## config.mk

```make
export PLATFORM = sky130hd
export DESIGN_NAME = product_accumulator_flat
export DESIGN_NICKNAME = d
export VERILOG_FILES = /design/src/rtl/product_accumulator_if.sv /design/src/rtl/product_accumulator.sv /design/src/flat_wrapper.sv
export SDC_FILE = /design/constraint.sdc
export NUM_CORES = 1
export LEC_CHECK = 0
export BUFFER_PORTS_ARGS = -buffer_cell sky130_fd_sc_hd__buf_2
export CAP_MARGIN = 20
export CORE_UTILIZATION = 40
export DETAILED_ROUTE_END_ITERATION = 6
export GPL_TIMING_DRIVEN = 0
export PLACE_DENSITY = 0.71
export SETUP_SLACK_MARGIN = 0.05
export SLEW_MARGIN = 25
export SYNTH_ARGS = -nofsm -noshare
export SYNTH_HDL_FRONTEND = slang
export SYNTH_SLANG_ARGS = --single-unit
```

## constraint.sdc

```tcl
create_clock -name clk -period 2.7 [get_ports clk]
set_input_delay 0.54 -clock clk [delete_from_list [all_inputs] [get_ports clk]]
set_output_delay 0.54 -clock clk [all_outputs]
set_load 0.01 [all_outputs]
```

## src/rtl/product_accumulator_if.sv

```systemverilog
// Product-in / result-out bundle for the product accumulator.
//   prod_valid/prod_data/prod_last/prod_ready : product beat handshake
//   acc_clear                                  : discard the running batch
//   res_valid/res_ready/res_data/res_count/res_ovf : held batch result
// master = product source and result consumer; slave = the accumulator.
interface product_accumulator_if #(
    parameter int unsigned PROD_W = 8,
    parameter int unsigned ACC_W  = 16,
    parameter int unsigned CNT_W  = 4
);
    logic              prod_valid;
    logic [PROD_W-1:0] prod_data;
    logic              prod_last;
    logic              prod_ready;
    logic              acc_clear;
    logic              res_valid;
    logic              res_ready;
    logic [ACC_W-1:0]  res_data;
    logic [CNT_W-1:0]  res_count;
    logic              res_ovf;

    modport master (
        output prod_valid, prod_data, prod_last, acc_clear, res_ready,
        input  prod_ready, res_valid, res_data, res_count, res_ovf
    );

    modport slave (
        input  prod_valid, prod_data, prod_last, acc_clear, res_ready,
        output prod_ready, res_valid, res_data, res_count, res_ovf
    );
endinterface

```

## src/rtl/product_accumulator.sv

```systemverilog
// Saturating multiply-accumulate back end: sums a batch of unsigned products
// and holds the total, beat count and overflow flag until the consumer takes it.
// Ports:
//   clk  : rising-edge clock
//   rst  : asynchronous active-high reset
//   bus  : product_accumulator_if slave (product handshake, clear, result port)
module product_accumulator #(
    parameter int unsigned PROD_W = 8,
    parameter int unsigned ACC_W  = 16,
    parameter int unsigned CNT_W  = 4
) (
    input  logic                  clk,
    input  logic                  rst,
    product_accumulator_if.slave  bus
);
    localparam int unsigned SUM_W = ACC_W + 1;

    typedef enum logic [0:0] {
        ACCUM = 1'b0,
        DONE  = 1'b1
    } state_t;

    state_t           state_q, state_d;
    logic [ACC_W-1:0] acc_q, acc_d;
    logic [CNT_W-1:0] cnt_q, cnt_d;
    logic             ovf_q, ovf_d;

    // Clear-adjusted operands: a clear coincident with a beat makes the beat the first term
    logic [ACC_W-1:0] acc_base;
    logic [CNT_W-1:0] cnt_base;
    logic             ovf_base;
    logic [SUM_W-1:0] sum;

    // State and datapath registers
    always_ff @(posedge clk or posedge rst) begin
        if (rst) begin
            state_q <= ACCUM;
            acc_q   <= '0;
            cnt_q   <= '0;
            ovf_q   <= 1'b0;
        end else begin
            state_q <= state_d;
            acc_q   <= acc_d;
            cnt_q   <= cnt_d;
            ovf_q   <= ovf_d;
        end
    end

    // Next-state and datapath update
    always_comb begin
        state_d  = state_q;
        acc_d    = acc_q;
        cnt_d    = cnt_q;
        ovf_d    = ovf_q;
        acc_base = bus.acc_clear ? '0 : acc_q;
        cnt_base = bus.acc_clear ? '0 : cnt_q;
        ovf_base = bus.acc_clear ? 1'b0 : ovf_q;
        sum      = {1'b0, acc_base} + SUM_W'(bus.prod_data);

        case (state_q)
            ACCUM: begin
                acc_d = acc_base;
                cnt_d = cnt_base;
                ovf_d = ovf_base;
                if (bus.prod_valid) begin
                    // Carry out of the widened add means the sum no longer fits
                    acc_d = sum[ACC_W] ? {ACC_W{1'b1}} : sum[ACC_W-1:0];
                    ovf_d = ovf_base | sum[ACC_W];
                    cnt_d = (cnt_base == {CNT_W{1'b1}}) ? cnt_base : cnt_base + CNT_W'(1);
                    if (bus.prod_last) begin
                        state_d = DONE;
                    end
                end
            end
            DONE: begin
                if (bus.res_ready) begin
                    acc_d   = '0;
                    cnt_d   = '0;
                    ovf_d   = 1'b0;
                    state_d = ACCUM;
                end
            end
            default: state_d = ACCUM;
        endcase
    end

    // Outputs are state decodes or datapath registers only
    assign bus.prod_ready = (state_q == ACCUM);
    assign bus.res_valid  = (state_q == DONE);
    assign bus.res_data   = acc_q;
    assign bus.res_count  = cnt_q;
    assign bus.res_ovf    = ovf_q;
endmodule

```

## src/flat_wrapper.sv

```systemverilog
// flat-port wrapper written by rule: the top's interface ports become plain ports
module product_accumulator_flat 
#(
    parameter int unsigned PROD_W = 8,
    parameter int unsigned ACC_W  = 16,
    parameter int unsigned CNT_W  = 4
)
  (clk, rst, bus_prod_valid, bus_prod_data, bus_prod_last, bus_acc_clear, bus_res_ready, bus_prod_ready, bus_res_valid, bus_res_data, bus_res_count, bus_res_ovf);
  product_accumulator_if #(.PROD_W(PROD_W), .ACC_W(ACC_W), .CNT_W(CNT_W)) bus_i ();
  input  logic clk;
  input  logic rst;
  input wire logic [$bits(bus_i.prod_valid)-1:0] bus_prod_valid;
  input wire logic [$bits(bus_i.prod_data)-1:0] bus_prod_data;
  input wire logic [$bits(bus_i.prod_last)-1:0] bus_prod_last;
  input wire logic [$bits(bus_i.acc_clear)-1:0] bus_acc_clear;
  input wire logic [$bits(bus_i.res_ready)-1:0] bus_res_ready;
  output wire logic [$bits(bus_i.prod_ready)-1:0] bus_prod_ready;
  output wire logic [$bits(bus_i.res_valid)-1:0] bus_res_valid;
  output wire logic [$bits(bus_i.res_data)-1:0] bus_res_data;
  output wire logic [$bits(bus_i.res_count)-1:0] bus_res_count;
  output wire logic [$bits(bus_i.res_ovf)-1:0] bus_res_ovf;
  assign bus_i.prod_valid = bus_prod_valid;
  assign bus_i.prod_data = bus_prod_data;
  assign bus_i.prod_last = bus_prod_last;
  assign bus_i.acc_clear = bus_acc_clear;
  assign bus_i.res_ready = bus_res_ready;
  assign bus_prod_ready = bus_i.prod_ready;
  assign bus_res_valid = bus_i.res_valid;
  assign bus_res_data = bus_i.res_data;
  assign bus_res_count = bus_i.res_count;
  assign bus_res_ovf = bus_i.res_ovf;
  product_accumulator #(.PROD_W(PROD_W), .ACC_W(ACC_W), .CNT_W(CNT_W)) u_core (.clk(clk), .rst(rst), .bus(bus_i));
endmodule
```

==> metrics.cfg <==
[synthesis]
synth_seq_cells=22
ys_seq_area_share_pct=32.4
ys_top_cells_by_count=22 x dfrtp_1, 22 x nand2_1, 17 x a21oi_1
syn_area_per_cell_um2=8.32
synth_edf_count=0
synth_area_um2=1700
synth_flop_cell=dfrtp_1
yosysTopAreaCellShare_pct=32.4
yosys.cell_types.count=51
synth_top_cell_by_area=dfrtp_1
synth_warnings=0
synthCells=204
syn_nets=226
synth_top_cells_by_area=dfrtp_1 32%, ha_1 5.2%, a21oi_1 5.0%, a21o_1 4.9%, nand2_1 4.9%
async_reset_ff_share_pct=100

[floorplan]
io_pins=37
dieArea_um2=4510
initial_utilization_pct=42.1
fp.dieW_um=67.2
die_h_um=67.2
core-area_um2=4030
num_rows=23

[worst_setup_path]
path_class=primary input to register
crit-reg2reg-launch=u_core.bus.res_data[1]$_DFFE_PP0P_
timing.rr.end=u_core.bus.res_data[13]$_DFFE_PP0P_
start_kind=primary input
crit_required_ps=2850
cp_max_fo=4
critPathArrivalTime_ps=2740
critPathCaptureType=register
r2r_slack_ps=130
ff2ff_path_depth=10

[global_routing]
grt_max_degree=23
grt_antenna_before_repair=0
grt_pass1_wl_um=7210
gr-total-overflow=0
grt_usage_pct=21.0
first_global_vias=1545

[final_layout]
stdcell_area_um2=2160
fin_cells=303
num-fill-cells=386
synthToLayoutAreaGrowth_pct=27.3
drive_gt1_share_pct=28.9
num_antenna_cells=0
final_nets=276

[detailed_routing]
avgViaCountPerCell=5.69
num_vias=1725
detail-route-antenna-nets=0
dr.pass1.iters=4
drt-initial-drc-count=153
wl_per_cell_um=14.4
routed_wl_um=4370
drcViolationCount=0

[sta]
timing.fmax_mhz=386
rsz0062_at_grt=false
max-slew-margin-rel_pct=42.6
finalCritPeriodShare_pct=96.0
hold_violations=0
worst_pin_slew_ps=860
slew_violations=0
timing.hold.ws_ps=437
finalSetupViolCount=0
layout_min_cycle_time_ps=2590
skew_ps=5.55

[placed_design]
hpwl_um=3140
io_buffer_count=34
placedCellCount=288
place_area_um2=1970
gp_congestion=0.890

[power_and_ir_drop]
powerDensity_nw_per_um2=465
p_leak_nw=1.09
p_total_w=0.00100
max-vdd-ir-drop_mv=0.202

[min_path]
hp-class=primary input to asynchronous set/reset pin

[outcome]
status=finished clean

[cts]
clkLatencyLatePin_ps=260
tritoncts=done
cts_sinks=22
cts_root_buf=clkbuf_8
cts_max_level=1
numCtsBuffers=3
hold_buffers=0
clkTransAtPathRegs_ps=80
cts_buffer_depth=2

[flow_run]
cap_viol_max_count=0

## per-layer routing
| metal | part of all wire [%] | global-route usage [%] | vias up |
|---|---|---|---|
| li1 | - | - | 839 |
| met1 | 49 | 31.3 | 827 |
| met2 | 45 | 30.8 | 53 |
| met3 | 4.6 | 2.53 | 6 |
| met4 | 1.3 | 7.18 | 0 |
| met5 | 0 | 0 | - |
## critical path, cell delays in order
cell and delay, ps:
buf_12 110, buf_12 120, nor2b_4 130, ha_4 150, buf_4 100, a21o_1 110, a21oi_2 80, a311oi_2 330
a21oi_4 80, o41ai_4 470, buf_4 190, a21oi_1 60, a211o_1 270
## power by group
part           switching [W]  internal, W  leakage (nW)
clock network       0.000110     0.000130        0.0288
registers          0.0000286     0.000360         0.292
logic               0.000209     0.000167         0.775
total               0.000347     0.000657          1.09
## stage by stage
| step | util, % | worst slack, ps | setup TNS [ps] |
|---|---|---|---|
| after detailed placement | 48.9 | -220 | -2270 |
| after global placement | 48.9 | -185 | -1790 |
| after floorplan | - | 13.4 | 0 |
| after CTS | 50.2 | 75.0 | 0 |
| final | 53.7 | 109 | 0 |
| after global routing | 53.7 | 61.9 | 0 |
## logic make-up after synthesis
| logic type | Yosys count | synth area share, % |
|---|---|---|
| compound gates | 70 | 28.9 |
| buf+inv | 20 | 4.94 |
| mux | 2 | 1.18 |
| flops | 22 | 32.4 |
| simple gates | 76 | 23.1 |
| fa+ha+maj | 8 | 6.34 |
| xor+xnor | 6 | 3.10 |
## how the worst max path moves through the flow
stage | from | end | slack (ps) | depth (start not counted)
3_3_place_gp | bus_acc_clear | u_core.bus.res_data[7]$_DFFE_PP0P_ | -180 | 11
4_1_cts | bus_acc_clear | u_core.bus.res_data[7]$_DFFE_PP0P_ | 80 | 11
3_5_place_dp | bus_acc_clear | u_core.bus.res_data[7]$_DFFE_PP0P_ | -220 | 11
5_1_grt | u_core.bus.res_data[1]$_DFFE_PP0P_ | u_core.bus.res_data[13]$_DFFE_PP0P_ | 60 | 10
2_1_floorplan | bus_acc_clear | u_core.bus.res_data[11]$_DFFE_PP0P_ | 10 | 10
6_report | bus_acc_clear | u_core.bus.res_data[13]$_DFFE_PP0P_ | 110 | 13
## cell usage in the layout, fill, tap and decap left out, types with 2 or more instances in the layout
cell / n
a211o_1: 2
a21o_1: 11
a21oi_1: 15
a21oi_2: 2
a21oi_4: 2
a311oi_1: 2
a31oi_1: 5
buf_12: 2
buf_2: 35
buf_4: 11
clkbuf_1: 4
clkbuf_8: 4
dfrtp_1: 22
ha_1: 6
inv_1: 11
inv_2: 2
mux2i_1: 2
nand2_1: 22
nand3_1: 6
nand4_1: 4
nor2_1: 16
nor2b_1: 6
nor2b_4: 3
nor3_1: 5
o21ai_0: 13
o21ai_1: 3
or3_1: 3
xnor2_1: 5
## registers in the layout, summed over array words and instances (netlist names)
register / count
u_core.bus.res_count: 4
u_core.bus.res_valid: 1
u_core.bus.res_ovf: 1
u_core.bus.res_data: 16
## layout make-up
type | count | area (um2) | share of cell area [%]
flip-flops and latches | 22 | 551 | 25.5
well taps | 50 | 62.6 | 2.89
repair buffers | 45 | 253 | 11.7
plain buffers | 7 | 60.1 | 2.78
inverters | 13 | 48.8 | 2.26
multi-input cells | 162 | 1130 | 52.4
clock buffers | 4 | 55.1 | 2.55
## repair_timing
action | CTS | global route
setup endpoints to repair | 0 | 15
setup buffers | 0 | 11
resized for setup | 0 | 11
Note: power is estimated with default switching activity, not from simulation.
